### config.mk
export PLATFORM = sky130hd
export DESIGN_NAME = sap1_control_sequencer
export DESIGN_NICKNAME = d
export VERILOG_FILES = /design/src/rtl/sap1_pkg.sv /design/src/rtl/sap1_ring_counter.sv /design/src/rtl/sap1_control_sequencer.sv
export SDC_FILE = /design/constraint.sdc
export NUM_CORES = 1
export LEC_CHECK = 0
export CORE_AREA = 2 2 39 41
export CTS_CLUSTER_DIAMETER = 150
export DETAILED_ROUTE_END_ITERATION = 10
export DIE_AREA = 0 0 41 43
export PLACE_DENSITY_LB_ADDON = 0.12
export SLEW_MARGIN = 25
export SYNTH_ARGS = -nofsm -noshare
export SYNTH_HDL_FRONTEND = slang
export SYNTH_HIERARCHICAL = 1
export SYNTH_SLANG_ARGS = --single-unit
### constraint.sdc
create_clock -name clk_i -period 2.4 [get_ports clk_i]
set_clock_uncertainty 0.05 [all_clocks]
set_input_delay 0.24 -clock clk_i [delete_from_list [all_inputs] [get_ports clk_i]]
set_output_delay 0.24 -clock clk_i [all_outputs]
set_load 0.05 [all_outputs]
### src/rtl/sap1_pkg.sv
// sap1_pkg: shared constants for the SAP-1 controller-sequencer.
//   - opcode values for the implemented instructions
//   - one-hot T-state encodings T1..T6
//   - control-word bit positions and the all-inactive control word
//   - helpers that gate load strobes and extract the bus-driver enables
package sap1_pkg;

    localparam int OPCODE_W_DEF = 4;
    localparam int NUM_T        = 6;

    localparam logic [3:0] OP_LDA = 4'b0000;
    localparam logic [3:0] OP_ADD = 4'b0001;
    localparam logic [3:0] OP_SUB = 4'b0010;
    localparam logic [3:0] OP_OUT = 4'b1110;
    localparam logic [3:0] OP_HLT = 4'b1111;

    localparam logic [NUM_T-1:0] T1 = 6'b000001;
    localparam logic [NUM_T-1:0] T2 = 6'b000010;
    localparam logic [NUM_T-1:0] T3 = 6'b000100;
    localparam logic [NUM_T-1:0] T4 = 6'b001000;
    localparam logic [NUM_T-1:0] T5 = 6'b010000;
    localparam logic [NUM_T-1:0] T6 = 6'b100000;

    // Control word layout, MSB first: Cp Ep Lm_n CE_n Li_n Ei_n La_n Ea Su Eu Lb_n Lo_n
    localparam int CW_W    = 12;
    localparam int CW_CP   = 11;
    localparam int CW_EP   = 10;
    localparam int CW_LM_N = 9;
    localparam int CW_CE_N = 8;
    localparam int CW_LI_N = 7;
    localparam int CW_EI_N = 6;
    localparam int CW_LA_N = 5;
    localparam int CW_EA   = 4;
    localparam int CW_SU   = 3;
    localparam int CW_EU   = 2;
    localparam int CW_LB_N = 1;
    localparam int CW_LO_N = 0;

    // Active-low bits at 1, active-high bits at 0.
    localparam logic [CW_W-1:0] CW_INACTIVE = 12'b0011_1110_0011;

    // Bits that act as edge-sampled strobes (register loads and PC increment).
    localparam logic [CW_W-1:0] CW_STROBE_MASK = 12'b1010_1010_0011;

    // Forces the strobe bits inactive unless this cycle carries an advance.
    function automatic logic [CW_W-1:0] cw_gate_strobes(input logic [CW_W-1:0] cw,
                                                        input logic            adv);
        logic [CW_W-1:0] gated;
        gated = adv ? cw : ((cw & ~CW_STROBE_MASK) | (CW_INACTIVE & CW_STROBE_MASK));
        return gated;
    endfunction

    // Bus-driver enables, normalised to active-high.
    function automatic logic [4:0] cw_bus_enables(input logic [CW_W-1:0] cw);
        return {cw[CW_EP], ~cw[CW_CE_N], ~cw[CW_EI_N], cw[CW_EA], cw[CW_EU]};
    endfunction

endpackage

### src/rtl/sap1_ring_counter.sv
// sap1_ring_counter: one-hot T-state ring T1 -> T2 -> ... -> T6 -> T1.
// Ports:
//   clk_i     in   clock, rising edge
//   rst_i     in   synchronous active-high reset, loads T1
//   adv_i     in   advance enable for this cycle
//   freeze_i  in   hold the current state regardless of adv_i
//   tstate_o  out  one-hot current T-state (bit0 = T1)
module sap1_ring_counter
    import sap1_pkg::*;
(
    input  logic             clk_i,
    input  logic             rst_i,
    input  logic             adv_i,
    input  logic             freeze_i,
    output logic [NUM_T-1:0] tstate_o
);

    logic [NUM_T-1:0] tstate;

    always_ff @(posedge clk_i) begin
        if (rst_i) begin
            tstate <= T1;
        end else if (adv_i && !freeze_i) begin
            tstate <= {tstate[NUM_T-2:0], tstate[NUM_T-1]};
        end
    end

    assign tstate_o = tstate;

endmodule

### src/rtl/sap1_control_sequencer.sv
// sap1_control_sequencer: SAP-1 controller-sequencer. A 6-state one-hot ring
// (T1-T3 fetch, T4-T6 execute) plus an opcode decoder producing the control
// word that drives the bus enables and every datapath register load. HLT
// freezes the ring at T4 with the control word inactive until reset.
//
// Optional feature macro: SAP1_SEQ_SINGLE_STEP_EN
//   Adds step_i. A rising edge on step_i (registered history) advances the
//   ring by one T-state; load strobes and pc_inc_o fire only in that cycle
//   while bus enables and sub_o are held for the whole T-state.
//
// Ports:
//   clk_i, rst_i       clock and synchronous active-high reset
//   step_i             single-step request (only with SAP1_SEQ_SINGLE_STEP_EN)
//   opcode_i           IR upper nibble, used in T4-T6 only
//   tstate_o           one-hot T-state
//   pc_inc_o, pc_en_o, mar_load_n_o, ram_en_n_o, instr_load_n_o, instr_en_n_o,
//   a_acc_load_n_o, a_acc_en_o, sub_o, add_sub_en_o, b_reg_load_n_o,
//   out_reg_load_n_o   control word (_n = active low)
//   halt_o             machine halted
module sap1_control_sequencer
    import sap1_pkg::*;
#(
    parameter int NUM_TSTATES = 6,
    parameter int OPCODE_W    = 4
) (
    input  logic                clk_i,
    input  logic                rst_i,
`ifdef SAP1_SEQ_SINGLE_STEP_EN
    input  logic                step_i,
`endif
    input  logic [OPCODE_W-1:0] opcode_i,
    output logic [5:0]          tstate_o,
    output logic                pc_inc_o,
    output logic                pc_en_o,
    output logic                mar_load_n_o,
    output logic                ram_en_n_o,
    output logic                instr_load_n_o,
    output logic                instr_en_n_o,
    output logic                a_acc_load_n_o,
    output logic                a_acc_en_o,
    output logic                sub_o,
    output logic                add_sub_en_o,
    output logic                b_reg_load_n_o,
    output logic                out_reg_load_n_o,
    output logic                halt_o
);

    generate
        if (NUM_TSTATES != 6) begin : g_bad_tstates
            $error("sap1_control_sequencer: only NUM_TSTATES = 6 is supported");
        end
        if (OPCODE_W != OPCODE_W_DEF) begin : g_bad_opcode_w
            $error("sap1_control_sequencer: only OPCODE_W = 4 is supported");
        end
    endgenerate

    logic [NUM_T-1:0] tstate;
    logic             halted;
    logic             adv;
    logic             hlt_in_t4;
    logic             freeze;
    logic [CW_W-1:0]  cw_raw;
    logic [CW_W-1:0]  cw;

`ifdef SAP1_SEQ_SINGLE_STEP_EN
    logic step_q;

    always_ff @(posedge clk_i) begin
        if (rst_i) begin
            step_q <= 1'b0;
        end else begin
            step_q <= step_i;
        end
    end

    assign adv = step_i & ~step_q;
`else
    assign adv = 1'b1;
`endif

    // Freezing already on the T4 edge keeps the ring parked at T4 once HLT executes.
    assign hlt_in_t4 = (tstate == T4) && (opcode_i == OP_HLT);
    assign freeze    = halted | hlt_in_t4;

    sap1_ring_counter u_ring (
        .clk_i    (clk_i),
        .rst_i    (rst_i),
        .adv_i    (adv),
        .freeze_i (freeze),
        .tstate_o (tstate)
    );

    always_ff @(posedge clk_i) begin
        if (rst_i) begin
            halted <= 1'b0;
        end else if (hlt_in_t4 && adv) begin
            halted <= 1'b1;
        end
    end

    always_comb begin
        cw_raw = CW_INACTIVE;
        case (tstate)
            T1: begin
                cw_raw[CW_EP]   = 1'b1;
                cw_raw[CW_LM_N] = 1'b0;
            end
            T2: begin
                cw_raw[CW_CP] = 1'b1;
            end
            T3: begin
                cw_raw[CW_CE_N] = 1'b0;
                cw_raw[CW_LI_N] = 1'b0;
            end
            T4: begin
                case (opcode_i)
                    OP_LDA, OP_ADD, OP_SUB: begin
                        cw_raw[CW_EI_N] = 1'b0;
                        cw_raw[CW_LM_N] = 1'b0;
                    end
                    OP_OUT: begin
                        cw_raw[CW_EA]   = 1'b1;
                        cw_raw[CW_LO_N] = 1'b0;
                    end
                    default: ;
                endcase
            end
            T5: begin
                case (opcode_i)
                    OP_LDA: begin
                        cw_raw[CW_CE_N] = 1'b0;
                        cw_raw[CW_LA_N] = 1'b0;
                    end
                    OP_ADD, OP_SUB: begin
                        cw_raw[CW_CE_N] = 1'b0;
                        cw_raw[CW_LB_N] = 1'b0;
                    end
                    default: ;
                endcase
            end
            T6: begin
                case (opcode_i)
                    OP_ADD, OP_SUB: begin
                        cw_raw[CW_EU]   = 1'b1;
                        cw_raw[CW_LA_N] = 1'b0;
                        cw_raw[CW_SU]   = (opcode_i == OP_SUB);
                    end
                    default: ;
                endcase
            end
            default: ;
        endcase
    end

    assign cw = (rst_i || halted) ? CW_INACTIVE : cw_gate_strobes(cw_raw, adv);

    assign tstate_o         = tstate;
    assign halt_o           = halted;
    assign pc_inc_o         = cw[CW_CP];
    assign pc_en_o          = cw[CW_EP];
    assign mar_load_n_o     = cw[CW_LM_N];
    assign ram_en_n_o       = cw[CW_CE_N];
    assign instr_load_n_o   = cw[CW_LI_N];
    assign instr_en_n_o     = cw[CW_EI_N];
    assign a_acc_load_n_o   = cw[CW_LA_N];
    assign a_acc_en_o       = cw[CW_EA];
    assign sub_o            = cw[CW_SU];
    assign add_sub_en_o     = cw[CW_EU];
    assign b_reg_load_n_o   = cw[CW_LB_N];
    assign out_reg_load_n_o = cw[CW_LO_N];

`ifndef SYNTHESIS
    // Two simultaneous bus drivers would mean contention on the shared W bus.
    always_ff @(posedge clk_i) begin
        if (!rst_i) begin
            assert ($countones(cw_bus_enables(cw)) <= 1)
                else $error("bus contention: enables=%b tstate=%b opcode=%b",
                            cw_bus_enables(cw), tstate, opcode_i);
        end
    end
`endif

endmodule

# After elaboration in Yosys (flattened, before gate mapping)
# Index checks and enable logic that the tools add are counted.
[totals]
elab_cells = 36
ff_bits = 7
[classes]
eq_ne = 10
n_reduce_logical = 5
bitwise = 1
n_mux = 18
[op_table]
columns = ["operator", "n"]
rows = [
  ["1-bit 2-to-1 mux", 12],
  ["12-bit 2-to-1 mux", 1],
  ["4-bit equality test, second input constant", 2],
  ["6-bit by 1-bit equality test with 1-bit output, second input constant", 1],
  ["6-bit by 2-bit equality test with 1-bit output, second input constant", 1],
  ["6-bit by 3-bit equality test with 1-bit output, second input constant", 1],
  ["6-bit by 4-bit equality test with 1-bit output, second input constant", 1],
  ["6-bit by 5-bit equality test with 1-bit output, second input constant", 1],
  ["6-bit equality test, second input constant", 1],
  ["1-bit case mux with 2 select lines", 3],
  ["4-bit by 1-bit equality test with 1-bit output, second input constant", 1],
  ["4-bit by 2-bit equality test with 1-bit output, second input constant", 1],
  ["4-bit zero test", 1],
  ["2-bit 2-to-1 mux", 2],
  ["3-bit OR reduction", 1],
  ["2-bit OR reduction", 1],
  ["1-bit logical AND", 1],
  ["1-bit logical OR", 1],
  ["1-bit bitwise OR", 1],
]

# Depth between registers and ports, before layout
# Gate-level depths: netlist of run 1.
[logic_depth]
ltp_word = 5
ltp_mapped = 5

# By module
# The synthesis of run 1 kept the hierarchy.
[modules_own_cells]
columns = ["module", "n_inst", "area_each_um2", "seq_area_each_um2", "cells_per_inst"]
rows = [
  ["sap1_control_sequencer", 1, 249.0, 20.0, 34],
  ["sap1_ring_counter", 1, 241.5, 120.1, 22],
]

# Worst setup path after synthesis of run 1
# No wires, ideal clock.
[synth_path]
path_kind = "flip-flop to output port"
start = "register u_ring.tstate[3], in the netlist u_ring/tstate_o[3]"
end = "output a_acc_en_o"
required_ns = 2.110
slack_ns = -0.478
stages_incl_launch_ff = 4
arrival_ns = 2.588
path_cell_list = "dfxtp_1 > nor4b_4 > nand4_2 > nor4_1"
[synth_between]
elab_chain_cells = 3
[synth_lines]
columns = ["element", "line", "text"]
rows = [
  ["start, declared", "sap1_ring_counter.sv:18", "logic [NUM_T-1:0] tstate;"],
  ["start signal, assigned", "sap1_ring_counter.sv:24", "tstate <= {tstate[NUM_T-2:0], tstate[NUM_T-1]};"],
  ["6-bit by 4-bit equality test with 1-bit output", "sap1_control_sequencer.sv:103", "case (tstate)"],
  ["1-bit 2-to-1 mux", "sap1_control_sequencer.sv:103", ""],
  ["12-bit 2-to-1 mux", "sap1_control_sequencer.sv:155", "assign cw = (rst_i || halted) ? CW_INACTIVE : cw_gate_strobes(cw_raw, adv);"],
  ["end, declared", "sap1_control_sequencer.sv:40", "output logic a_acc_en_o,"],
]
# Every way passes these cells.

# Worst setup path after layout of run 1
[layout_path]
start = "input rst_i"
end = "output add_sub_en_o"
[layout_between]
elab_chain_cells = 2
[layout_lines]
columns = ["element", "line", "text"]
rows = [
  ["start, declared", "sap1_control_sequencer.sv:27", "input logic rst_i,"],
  ["1-bit logical OR", "sap1_control_sequencer.sv:155", ""],
  ["12-bit 2-to-1 mux", "sap1_control_sequencer.sv:155", ""],
  ["end, declared", "sap1_control_sequencer.sv:42", "output logic add_sub_en_o,"],
]
# Every way passes these cells.

==> results.yml, run 1 <==
placement:
  portBuffers: 24
  place_inst: 99
  hpwl_um: 962.4
  gp_congestion: 0.6785
  post-place-ws_ns: 0.2489
timing:
  worst_slack_ns: 0.2458
  setup_viol: 0
  rsz0062_at_grt: "false"
  fin_hold_ws_ns: 0.4913
  finalHoldViolCount: 0
  fmax_mhz: 464.2
  slew_viol_final: 0
  min_period_ns: 2.154
  min_period_over_period_pct: 89.76
flow_run:
  cap_violations: 0
cts:
  cts_tree: "built"
  clock_latency_ns: 0.25
  path_clk_slew_ns: 0.05
  root_buffer: "clkbuf_4"
  cts.sinks: 7
  cts_setup_buffers: 0
  cts_hold_buffers: 0
  cts.repair.resized: 0
  h-tree-depth: 1
  numCtsBuffers: 3
  clock_path_buffers: 2
grt:
  grt_overflow: 0
  grt_start_max_net_pins: 13
  antenna_found_initial: 0
  grt_pass1_wl_um: 1911
  grtUsageTotal_pct: 15.91
  grt_pass1_vias: 426
layout:
  nets: 94
  instances_no_fill: 103
  utilization_pct: 59.31
  fill_cells: 124
  area_growth_pct: 67.35
  antenna_cells: 0
  drive_gt1_share_pct: 24.14
setup_path:
  crit_path_max_fanout: 3
  arrival_ns: 1.86
  worstSetupStartpointType: "input port"
  crit_type: "in2out"
  r2r_start: "u_ring/tstate_o[5]$_SDFFE_PP0P_"
  critical_path_required_ns: 2.11
  crit_path_end_kind: "primary output"
  critPathLaunch: "rst_i"
power:
  leakagePower_uw: 0.0003188
  vdd.ir_drop.worst_mv: 0.2609
  powerDensity_mw_per_mm2: 395.1
min_path:
  min_from: "u_ring/tstate_o[1]$_SDFFE_PP0P_"
  min_path_type: "reg2reg"
die:
  dieArea_mm2: 0.001763
  fp.dieW_um: 41
  start_util_pct: 35.44
  core_area_mm2: 0.001384
  die_h_um: 43
  io_pins: 25
  rows: 14
synth:
  synth-main-ff-cell: "dfxtp_1"
  yosysUniqueCellTypes: 28
  synth-seq-area-share_pct: 28.57
  async_flop_share_pct: 0
  synthTopCellsByArea: "dfxtp_1 (29%), nand2b_1 (13%), mux2i_1 (10%)"
  synthesis.area_um2: 490.5
  yosysMostFrequentCell: "nand2b_1"
  synth_edf_count: 0
  netlist_instances: 56
  syn_avg_cell_area_um2: 8.758
  synth_top_area_cell: "dfxtp_1"
  synth_top_area_share_pct: 28.57
  ys_ff_latch: 7
  netlist_top_cells_count: "nand2b_1 (10), dfxtp_1 (7), mux2i_1 (5)"
  synth_warnings: 6
routing:
  wire_per_inst_um: 11.50
  drt_iter0_markers: 1
  vias: 520
  routed_via_density: 5.049
  drc: 0
  routed_wl_um: 1184
  ant_nets: 0
  detail_route.first_pass.iterations: 4
status:
  status: "complete, no violations"
## area by class of cell
type / instances / area [um2] / area share [%]
well taps: 16 / 20.02 / 2.439
flip-flops and latches: 7 / 140.1 / 17.07
clock buffers: 4 / 26.28 / 3.201
multi-input cells: 51 / 366.6 / 44.66
repair buffers: 25 / 267.8 / 32.62
## where the power goes
part | internal, uW | switching, uW | total, uW | leakage [uW]
logic | 38.7 | 52.6 | 91.3 | 0.000247
clock network | 63.4 | 43.2 | 107 | 0.0000150
registers | 121 | 5.76 | 126 | 0.0000571
## sequential cells by signal (all words and copies together) (netlist names)
name	cells
halt_o	1
u_ring/tstate_o	6
## logic make-up (layout without fill, tap and decap cells)
group	Yosys count	in the layout	synth area share, %
DFF	7	7	28.57
AOI/OAI and AO/OA	6	6	7.652
muxes	5	5	10.20
other	1	3	0.7646
and+or+nand+nor	37	37	52.81
buffers and inverters	0	29	0
## path summary, 6_finish.rpt
kind / end / slack (ns) / cells after the start
setup / recovery: add_sub_en_o / 0.25 / 5
setup reg to reg: u_ring/tstate_o[4]$_SDFFE_PP0P_ / 0.76 / 5
hold reg to reg: u_ring/tstate_o[1]$_SDFFE_PP0P_ / 0.49 / 2
hold / removal: u_ring/tstate_o[1]$_SDFFE_PP0P_ / 0.49 / 2
## layout by cell type (no fill, tap or decap), types with 3 or more instances in the layout
cell and instances:
buf_12 4, buf_4 9, clkbuf_4 3, clkdlybuf4s50_1 12, conb_1 3, dfxtp_1 7
mux2i_1 5, nand2b_1 10, nor2_1 4
## through the flow
stage	cell area, um2	total power (uW)	TNS (ns)
2_1_floorplan	506.7	181.9	-0.2243
3_3_place_gp	794.5	220.0	0
3_5_place_dp	794.5	220.3	0
4_1_cts	820.8	330.2	0
5_1_grt	820.8	341.3	0
6_report	820.8	324.3	0
## per-layer routing
layer  global-route usage [%]  part of all wire, %
met2                    22.19                   47
met3                    3.141                  6.4
met1                    21.43                   45
met4                    10.00                  1.9
met5                        0                    0
## critical path: stages
cell and delay [ns]:
clkdlybuf4s50_1 0.45, nor4_1 0.42, nand3_1 0.19, nor3_1 0.37, buf_12 0.19
(Power assumes the default switching activity.)
==> run 2, diff against run 1 <==
CAP_MARGIN = 5   (was not set)
==> results of run 2 <==
The final DEF is identical to that of run 1; final timing and power are the same.
==> run 3, diff against run 2 <==
TNS_END_PERCENT = 1   (was not set)
==> results.yml, run 3 (synthesized netlist as in run 1, its figures left out) <==
status:
  status: "complete, no violations"
timing:
  slew_viol_final: 0
  rsz0062_at_grt: "false"
  fin_hold_ws_ns: 0.4952
  setup_viol: 0
  finalHoldViolCount: 0
  fmax_mhz: 471.7
  min_period_over_period_pct: 88.33
  min_period_ns: 2.120
power:
  clkPwrFrac_pct: 32.5
  internal_power_uw: 222.3
  fin_total_pwr_uw: 322.0
  power.share.combinational_pct: 28.3
  leakagePower_uw: 0.0003165
  vdd.ir_drop.worst_mv: 0.3237
  seq_power_share_pct: 39.2
  p_sw_uw: 99.73
  swShare_pct: 30.97
  powerDensity_mw_per_mm2: 393.5
routing:
  detail_route.first_pass.iterations: 4
  ant_nets: 0
  routed_via_density: 5.068
  drc: 0
  drt_iter0_markers: 7
  vias: 522
  wire_per_inst_um: 11.79
  routed_wl_um: 1214
die:
  dieArea_mm2: 0.001763
  die_h_um: 43
  io_pins: 25
  rows: 14
  fp.dieW_um: 41
  core_area_mm2: 0.001384
  start_util_pct: 35.44
cts:
  h-tree-depth: 1
  path_clk_slew_ns: 0.05
  cts_setup_buffers: 0
  clock_latency_ns: 0.25
  cts.sinks: 7
  cts_tree: "built"
  clock_path_buffers: 2
  root_buffer: "clkbuf_4"
  cts.repair.resized: 0
  numCtsBuffers: 3
  cts_hold_buffers: 0
min_path:
  min_path_type: "reg2reg"
  min_path_cells: 2
  min_to: "u_ring/tstate_o[1]$_SDFFE_PP0P_"
  min_from: "u_ring/tstate_o[1]$_SDFFE_PP0P_"
layout:
  antenna_cells: 0
  nets: 94
  multiInputGateArea_um2: 364.1
  fill_cells: 140
  final_common_cell: "clkdlybuf4s50_1"
  regArea_um2: 140.1
  drive_gt1_share_pct: 22.99
  area_growth_pct: 66.84
  largest_register_ffs: 6
  most-common-layout-cells: "clkdlybuf4s50_1 (12), nand2b_1 (10), buf_4 (9)"
setup_path:
  r2r_start: "u_ring/tstate_o[5]$_SDFFE_PP0P_"
  critical_path_required_ns: 2.11
  crit_type: "in2out"
  crit_path_max_fanout: 3
  r2r-end: "u_ring/tstate_o[4]$_SDFFE_PP0P_"
  worstSetupStartpointType: "input port"
  arrival_ns: 1.83
  r2r_setup_slack_ns: 0.77
  reg2regPathDepth: 5
  crit_path_end_kind: "primary output"
grt:
  grt_pass1_wl_um: 2028
  grt_start_max_net_pins: 13
  antenna_found_initial: 0
  grt_pass1_vias: 491
  grt_overflow: 0
  grtUsageTotal_pct: 16.92
placement:
  portBuffers: 24
  gp_congestion: 0.6605
  hpwl_um: 979.2
flow_run:
  cap_violations: 0
==> run 3: per-stage QoR <==
stage | setup TNS (ns) | util [%] | setup slack (ns) | cells | cell area, um2
6_report | 0 | 59.13 | 0.2801 | 103 | 818.3
5_1_grt | 0 | 59.13 | 0.08773 | 103 | 818.3
4_1_cts | 0 | 59.13 | 0.2499 | 103 | 818.3
3_5_place_dp | 0 | 57.23 | 0.2543 | 99 | 792.0
3_3_place_gp | 0 | 57.23 | 0.2977 | 99 | 792.0
2_1_floorplan | -0.2713 | - | -0.1121 | 58 | 504.2
==> run 3: area by class of cell <==
class                   count  area share [%]
flip-flops and latches      7           17.13
multi-input cells          51           44.50
repair buffers             25           32.72
well taps                  16           2.446
clock buffers               4           3.211
==> run 3: routing by layer <==
metal  global-route usage, %  up-vias  part of all wire [%]
met2                   24.38       16                    48
li1                        -      271                     -
met3                   2.094        2                   7.3
met5                       0        -                     0
met1                   22.08      233                    44
met4                   12.00        0                  0.66
==> run 3: worst max-delay path by stage <==
stage / from / to / slack [ns] / cells after the start
floorplan: halt_o$_SDFFE_PP0P_ / add_sub_en_o / -0.11 / 3
global placement: rst_i / sub_o / 0.30 / 5
detailed placement: rst_i / add_sub_en_o / 0.25 / 5
CTS: rst_i / add_sub_en_o / 0.25 / 5
global route: rst_i / add_sub_en_o / 0.09 / 5
finish: rst_i / add_sub_en_o / 0.28 / 5
==> run 3: worst max-delay path, cell delays in order <==
cell	delay, ns
clkdlybuf4s50_1	0.45
nor4_1	0.42
nand3_1	0.18
nor3_1	0.36
buf_12	0.19
==> run 3: power groups by stage <==
stage               registers [uW]  logic (uW)  clock network [uW]
CTS                            126        91.8                 111
floorplan                      142        39.6                   0
global placement               129        91.1                   0
global route                   128        97.4                 117
detailed placement             129        91.5                   0
finish                         126        91.0                 105
